`config.mk`:
```
export PLATFORM = sky130hd
export DESIGN_NAME = page_buf_arbiter
export DESIGN_NICKNAME = d
export VERILOG_FILES = /design/src/rtl/buf_arb_pkg.sv /design/src/rtl/buf_beat_counter.sv /design/src/rtl/page_buf_arbiter.sv
export SDC_FILE = /design/constraint.sdc
export NUM_CORES = 1
export LEC_CHECK = 0
export CAP_MARGIN = 20
export CORE_ASPECT_RATIO = 0.75
export CORE_MARGIN = 5
export CORE_UTILIZATION = 35
export CTS_BUF_LIST = sky130_fd_sc_hd__clkbuf_4 sky130_fd_sc_hd__clkbuf_8
export CTS_CLUSTER_SIZE = 24
export DETAILED_ROUTE_END_ITERATION = 12
export GPL_TIMING_DRIVEN = 1
export PLACE_DENSITY = 0.79
export SLEW_MARGIN = 10
export SYNTH_ARGS = -nofsm -noshare
export SYNTH_HDL_FRONTEND = slang
export SYNTH_SLANG_ARGS = --single-unit
```
`constraint.sdc`:
```
create_clock -name clk -period 1.7 [get_ports clk]
set_input_delay 0.34 -clock clk [delete_from_list [all_inputs] [get_ports clk]]
set_output_delay 0.34 -clock clk [all_outputs]
set_load 0.01 [all_outputs]
```
`src/rtl/buf_arb_pkg.sv`:
```
// Shared types and sizes for the page buffer arbiter.
// Imported by the beat counter and the arbiter top.
package buf_arb_pkg;

    localparam int DATA_WIDTH = 16;
    localparam int BUF_DEPTH  = 2048;
    localparam int ADDR_WIDTH = $clog2(BUF_DEPTH);

    typedef enum logic [1:0] {
        IDLE,
        HOST_XFER,
        CNTRL_XFER,
        DONE
    } state_t;

    typedef enum logic {
        OWN_HOST  = 1'b0,
        OWN_CNTRL = 1'b1
    } owner_t;

endpackage

```
`src/rtl/buf_beat_counter.sv`:
```
// Page beat counter shared by both sides; doubles as buffer address.
// Clear has priority over enable; wraps naturally after BUF_DEPTH-1.
module buf_beat_counter
    import buf_arb_pkg::*;
(
    input  logic                  clk,
    input  logic                  rst_n,
    input  logic                  i_clr,
    input  logic                  i_en,
    output logic [ADDR_WIDTH-1:0] o_cnt,
    output logic                  o_tc
);

    logic [ADDR_WIDTH-1:0] r_cnt;

    // Count beats, clear on abort.
    always_ff @(posedge clk or negedge rst_n) begin
        if (!rst_n) begin
            r_cnt <= '0;
        end else if (i_clr) begin
            r_cnt <= '0;
        end else if (i_en) begin
            r_cnt <= r_cnt + 1'b1;
        end
    end

    assign o_cnt = r_cnt;
    assign o_tc  = (r_cnt == ADDR_WIDTH'(BUF_DEPTH - 1));

endmodule

```
`src/rtl/page_buf_arbiter.sv`:
```
// Host / NAND controller page buffer arbiter and sequencer.
// Optional stall abort enabled by defining BUF_ARB_TIMEOUT_EN.
module page_buf_arbiter
    import buf_arb_pkg::*;
#(
    parameter int TIMEOUT_CYCLES = 256
) (
    input  logic                  clk,
    input  logic                  rst_n,
    input  logic                  host_req,
    input  logic                  host_wr,
    input  logic                  host_valid,
    input  logic [DATA_WIDTH-1:0] host_wdata,
    input  logic                  cntrl_req,
    input  logic                  cntrl_wr,
    input  logic                  cntrl_valid,
    input  logic [DATA_WIDTH-1:0] cntrl_wdata,
    output logic                  host_grant,
    output logic                  cntrl_grant,
    output logic                  host_done,
    output logic                  cntrl_done,
    output logic                  buf_we,
    output logic [ADDR_WIDTH-1:0] buf_addr,
    output logic [DATA_WIDTH-1:0] buf_wdata,
    output logic                  page_valid,
    output logic                  page_src,
    output logic                  abort_err,
    output logic                  timeout_err
);

    if (TIMEOUT_CYCLES < 2) begin : g_bad_timeout
        $error("TIMEOUT_CYCLES must be at least 2");
    end

    state_t r_state;
    state_t w_state_nxt;
    owner_t r_last;
    owner_t r_src;
    logic   r_wr;
    logic   r_pv;
    logic   r_abort;

    logic                  w_host_elig;
    logic                  w_cntrl_elig;
    logic                  w_act;
    logic                  w_req;
    logic                  w_valid;
    logic                  w_gnt_host;
    logic                  w_gnt_cntrl;
    logic                  w_abort;
    logic                  w_fin;
    logic                  w_stall_hit;
    logic [ADDR_WIDTH-1:0] w_cnt;
    logic                  w_tc;

    // A read is only eligible for a full page written by the other side.
    assign w_host_elig  = host_req &
                          (host_wr | (r_pv & (r_src == OWN_CNTRL)));
    assign w_cntrl_elig = cntrl_req &
                          (cntrl_wr | (r_pv & (r_src == OWN_HOST)));

    assign host_grant  = (r_state == HOST_XFER);
    assign cntrl_grant = (r_state == CNTRL_XFER);
    assign w_act       = host_grant | cntrl_grant;

    assign w_req   = host_grant ? host_req : cntrl_req;
    assign w_valid = host_grant  ? host_valid  :
                     cntrl_grant ? cntrl_valid : 1'b0;

    assign buf_wdata = host_grant  ? host_wdata  :
                       cntrl_grant ? cntrl_wdata : '0;
    assign buf_we    = w_act & w_valid & r_wr;
    assign buf_addr  = w_cnt;

    assign host_done  = (r_state == DONE) && (r_last == OWN_HOST);
    assign cntrl_done = (r_state == DONE) && (r_last == OWN_CNTRL);
    assign page_valid = r_pv;
    assign page_src   = r_src;
    assign abort_err  = r_abort;

`ifdef BUF_ARB_TIMEOUT_EN
    localparam int STALL_W = $clog2(TIMEOUT_CYCLES);

    logic [STALL_W-1:0] r_stall;
    logic               r_to;

    assign w_stall_hit = w_act & ~w_valid &
                         (r_stall == STALL_W'(TIMEOUT_CYCLES - 1));
    assign timeout_err = r_to;

    // Count consecutive granted cycles without a beat.
    always_ff @(posedge clk or negedge rst_n) begin
        if (!rst_n) begin
            r_stall <= '0;
            r_to    <= 1'b0;
        end else begin
            r_to <= w_stall_hit;
            if (!w_act || w_valid || w_stall_hit) begin
                r_stall <= '0;
            end else begin
                r_stall <= r_stall + 1'b1;
            end
        end
    end
`else
    assign w_stall_hit = 1'b0;
    assign timeout_err = 1'b0;
`endif

    // Next-state: arbitration in IDLE, completion or abort in XFER.
    always_comb begin
        w_state_nxt = r_state;
        w_gnt_host  = 1'b0;
        w_gnt_cntrl = 1'b0;
        w_abort     = 1'b0;
        w_fin       = 1'b0;
        unique case (r_state)
            IDLE: begin
                if (w_host_elig &&
                    (!w_cntrl_elig || r_last == OWN_CNTRL)) begin
                    w_state_nxt = HOST_XFER;
                    w_gnt_host  = 1'b1;
                end else if (w_cntrl_elig) begin
                    w_state_nxt = CNTRL_XFER;
                    w_gnt_cntrl = 1'b1;
                end
            end
            HOST_XFER, CNTRL_XFER: begin
                if (!w_req || w_stall_hit) begin
                    w_state_nxt = IDLE;
                    w_abort     = 1'b1;
                end else if (w_valid && w_tc) begin
                    w_state_nxt = DONE;
                    w_fin       = 1'b1;
                end
            end
            DONE: w_state_nxt = IDLE;
            default: w_state_nxt = IDLE;
        endcase
    end

    // State register.
    always_ff @(posedge clk or negedge rst_n) begin
        if (!rst_n) begin
            r_state <= IDLE;
        end else begin
            r_state <= w_state_nxt;
        end
    end

    // Ownership history, transfer direction and page status.
    always_ff @(posedge clk or negedge rst_n) begin
        if (!rst_n) begin
            r_last  <= OWN_CNTRL;
            r_src   <= OWN_HOST;
            r_wr    <= 1'b0;
            r_pv    <= 1'b0;
            r_abort <= 1'b0;
        end else begin
            r_abort <= w_abort;
            if (w_gnt_host) begin
                r_last <= OWN_HOST;
                r_wr   <= host_wr;
                if (host_wr) r_pv <= 1'b0;
            end
            if (w_gnt_cntrl) begin
                r_last <= OWN_CNTRL;
                r_wr   <= cntrl_wr;
                if (cntrl_wr) r_pv <= 1'b0;
            end
            if (w_fin) begin
                r_pv <= r_wr;
                if (r_wr) r_src <= r_last;
            end
        end
    end

    buf_beat_counter u_cnt (
        .clk   (clk),
        .rst_n (rst_n),
        .i_clr (w_abort),
        .i_en  (w_act & w_valid & ~w_abort),
        .o_cnt (w_cnt),
        .o_tc  (w_tc)
    );

endmodule

```
==> results.md <==
* Status: finished, violations left
* Failing checks: negative setup slack
* Final Max Slew Viols at 0
* Die area at 4940 µm²
* Clock sinks at 18
* Vias in the first global route at 1477
* Part of the Yosys area used for sequential elements at 35.6%
* Max-cap viol count at 0
* Mapped Nets at 177
* Final core utilization at 72.6%
* Power density over the cells at 1310 nW/µm²
* Row count at 18
* Via count at 1431
* Area after DPL at 2250 µm²
* Initial Util at 37.5%
* Final hold vios at 0
* Primary FF master, synth: dfrtp_1
* Antenna cells at 0
* Final setup fails at 34
* Initial antenna violation count at 0
* Number of routed nets with antenna violations at 0
* Ys Warns at 0
* Vias per cell at 5.17
* Number of synthesized register bits at 18
* Iter 0 DRT Violations at 143
* Placer Congestion at 0.830
* H-tree depth at 1
* Area growth syn-to-layout at 93.4%
* Clock tree from TritonCTS: done
* Maximum VDD drop at 0.000674 V
* Post-synth ARST share at 100%
* Die X at 79.5 µm
* First-pass GRT wire length at 7760 µm
* Worst skew pair latency at 0.26 ns
* Share of layout cells above drive strength 1 at 36.3%
* Final WL at 4920 µm
* Overflow after GRT at 0
* Clock Pin Slew Worst Setup and Hold Paths at 0.07 ns
* HPWL Detailed at 3460 µm
* Core Area at 3380 µm²
* Maximum achievable frequency at 503 MHz
* Worst Path Arrival at 1.65 ns
* Number of synthesized flops with an enable pin at 0
* Bufs on Longest Clock Path at 2
* Area of the multi-input gates at 836 µm²
* Worst setup EP type: primary output
* Syn Std Cell Area at 1270 µm²
* Hold_ws at 0.371 ns
* Final setup skew at 0.00930 ns
* Total track usage at 19.6%
* Top Ports at 76
* Crit path max fanout at 16
* Unrepaired setup endpoints after global routing: yes
* Crit path time final at 1.99 ns
* Most common cell after layout, fill and taps aside: clkdlybuf4s50_1
* Nets@finish at 284
* Synth Instances at 131
* Filler cells at 234
* Setup TNS at -6.37 ns
* DRC viols at 0
* Worst Setup Path Type: reg -> out
* Drt pass-1 iters at 4
* DR WL/cell at 17.8 µm
* Largest net degree at the start of global routing at 17
* Leakage at 1.16 nW
* Top post-synthesis cells by area: dfrtp_1, a22o_1, ha_1, xor2_1, nor2_1
* Slack of the critical path at -0.290 ns
* Worst EP required at 1.36 ns
* Register area at 453 µm²
* Crit share post-route at 117%
* CTS Root Cell: clkbuf_8
* Die Ht at 62.1 µm
* CP Launch Type: register
* Top cell type's share of synthesized area at 33.6%
* Leading area contributor after synthesis: dfrtp_1
* Average size of a mapped cell at 9.68 µm²
* HP Class: in -> async
* Yosys cell types at 40
* Final non-filler cell area at 2450 µm²
* I/O Buffers at 74
* CTS buffer count at 3
* Most frequent cells in the layout: clkdlybuf4s50_1, buf_4, a22o_1, buf_2, dfrtp_1
==> where the power goes <==
| group | leakage (nW) | total (W) | switching (W) | internal (W) |
|---|---|---|---|---|
| Sequential | 0.239 | 0.000593 | 0.0000793 | 0.000514 |
| Combinational | 0.890 | 0.00229 | 0.00101 | 0.00128 |
| Clock | 0.0262 | 0.000320 | 0.000138 | 0.000182 |
| Total | 1.16 | 0.00320 | 0.00122 | 0.00198 |
==> metal layers <==
layer	share of wire, %	track usage [%]
met1	41	24.8
met2	50	34.5
met3	7.9	3.60
met4	1.3	3.86
met5	0	0
==> registers in the layout (all words and copies together), names as in the netlist <==
name,cells
abort_err,1
page_src,1
page_valid,1
r_last,1
r_state,2
r_wr,1
u_cnt.o_cnt,11
==> kinds of logic after synthesis <==
| family | Yosys count | share of synthesized area [%] |
|---|---|---|
| multiplexers | 4 | 3.95 |
| flip-flops | 18 | 35.6 |
| AO/OA/AOI/OAI | 35 | 22.1 |
| adder cells (fa/ha/maj) | 6 | 5.92 |
| buffers and inverters | 15 | 5.82 |
| AND/OR/NAND/NOR | 42 | 19.4 |
| other | 1 | 0.296 |
| XOR/XNOR | 10 | 6.91 |
==> worst max-delay path, stage by stage (launching register included) <==
cell and delay [ns]:
dfrtp_1 0.39, buf_4 0.15, ha_4 0.16, and2b_1 0.18
buf_12 0.15, a22o_1 0.21, buf_2 0.15
==> path summary, 6_finish.rpt <==
path	slack, ns	startpoint	cells past startpoint	to
min reg2reg	0.53	r_wr$_DFFE_PN0P_	1	r_wr$_DFFE_PN0P_
min in group clk	0.53	r_wr$_DFFE_PN0P_	1	r_wr$_DFFE_PN0P_
max reg2reg	-0.25	r_state[1]$_DFFE_PN0P_	9	r_state[0]$_DFFE_PN0P_
min	0.37	rst_n	1	u_cnt.o_cnt[7]$_DFFE_PN0P_
max	-0.29	r_state[1]$_DFFE_PN0P_	6	buf_wdata[13]
max in group asynchronous	0.86	rst_n	2	r_last$_DFFE_PN1P_
==> synth_stat cells (3+ instances only) <==
| library cell | instances |
|---|---|
| a22o_1 | 17 |
| dfrtp_1 | 17 |
| nor2_1 | 13 |
| xor2_1 | 8 |
| inv_1 | 7 |
| nand2_1 | 7 |
| ha_1 | 6 |
| a21oi_1 | 4 |
| o21ai_0 | 4 |
| and4_1 | 3 |
| clkbuf_1 | 3 |
| nand3_1 | 3 |
| nor2b_1 | 3 |
| o211ai_1 | 3 |
==> area by class of cell <==
type / count / area share, %
tap: 40 / 2.04
inverter: 7 / 1.17
multi-input combinational: 98 / 34.1
sequential: 18 / 18.5
clock buffer: 4 / 1.99
timing repair buffer: 110 / 42.2
==> metrics by stage <==
| step | cells | setup slack [ns] | total power, W |
|---|---|---|---|
| after floorplan | 131 | -0.0360 | 0.00154 |
| after global placement | 263 | -0.529 | 0.00250 |
| after global routing | 277 | -0.342 | 0.00339 |
| after CTS | 275 | -0.322 | 0.00305 |
| after detailed placement | 263 | -0.516 | 0.00255 |
| final | 277 | -0.290 | 0.00320 |
==> repair_timing <==
item                                    4_1_cts  5_1_grt
hold buffers                                  0        0
endpoints found under the setup margin       36       37
setup buffers                                 7        2
pin swaps                                     6        4
hold endpoints to repair                      0        0
gates resized for setup                     106       10
gates cloned                                  2        0
Note: power is estimated with default switching activity, not from simulation.
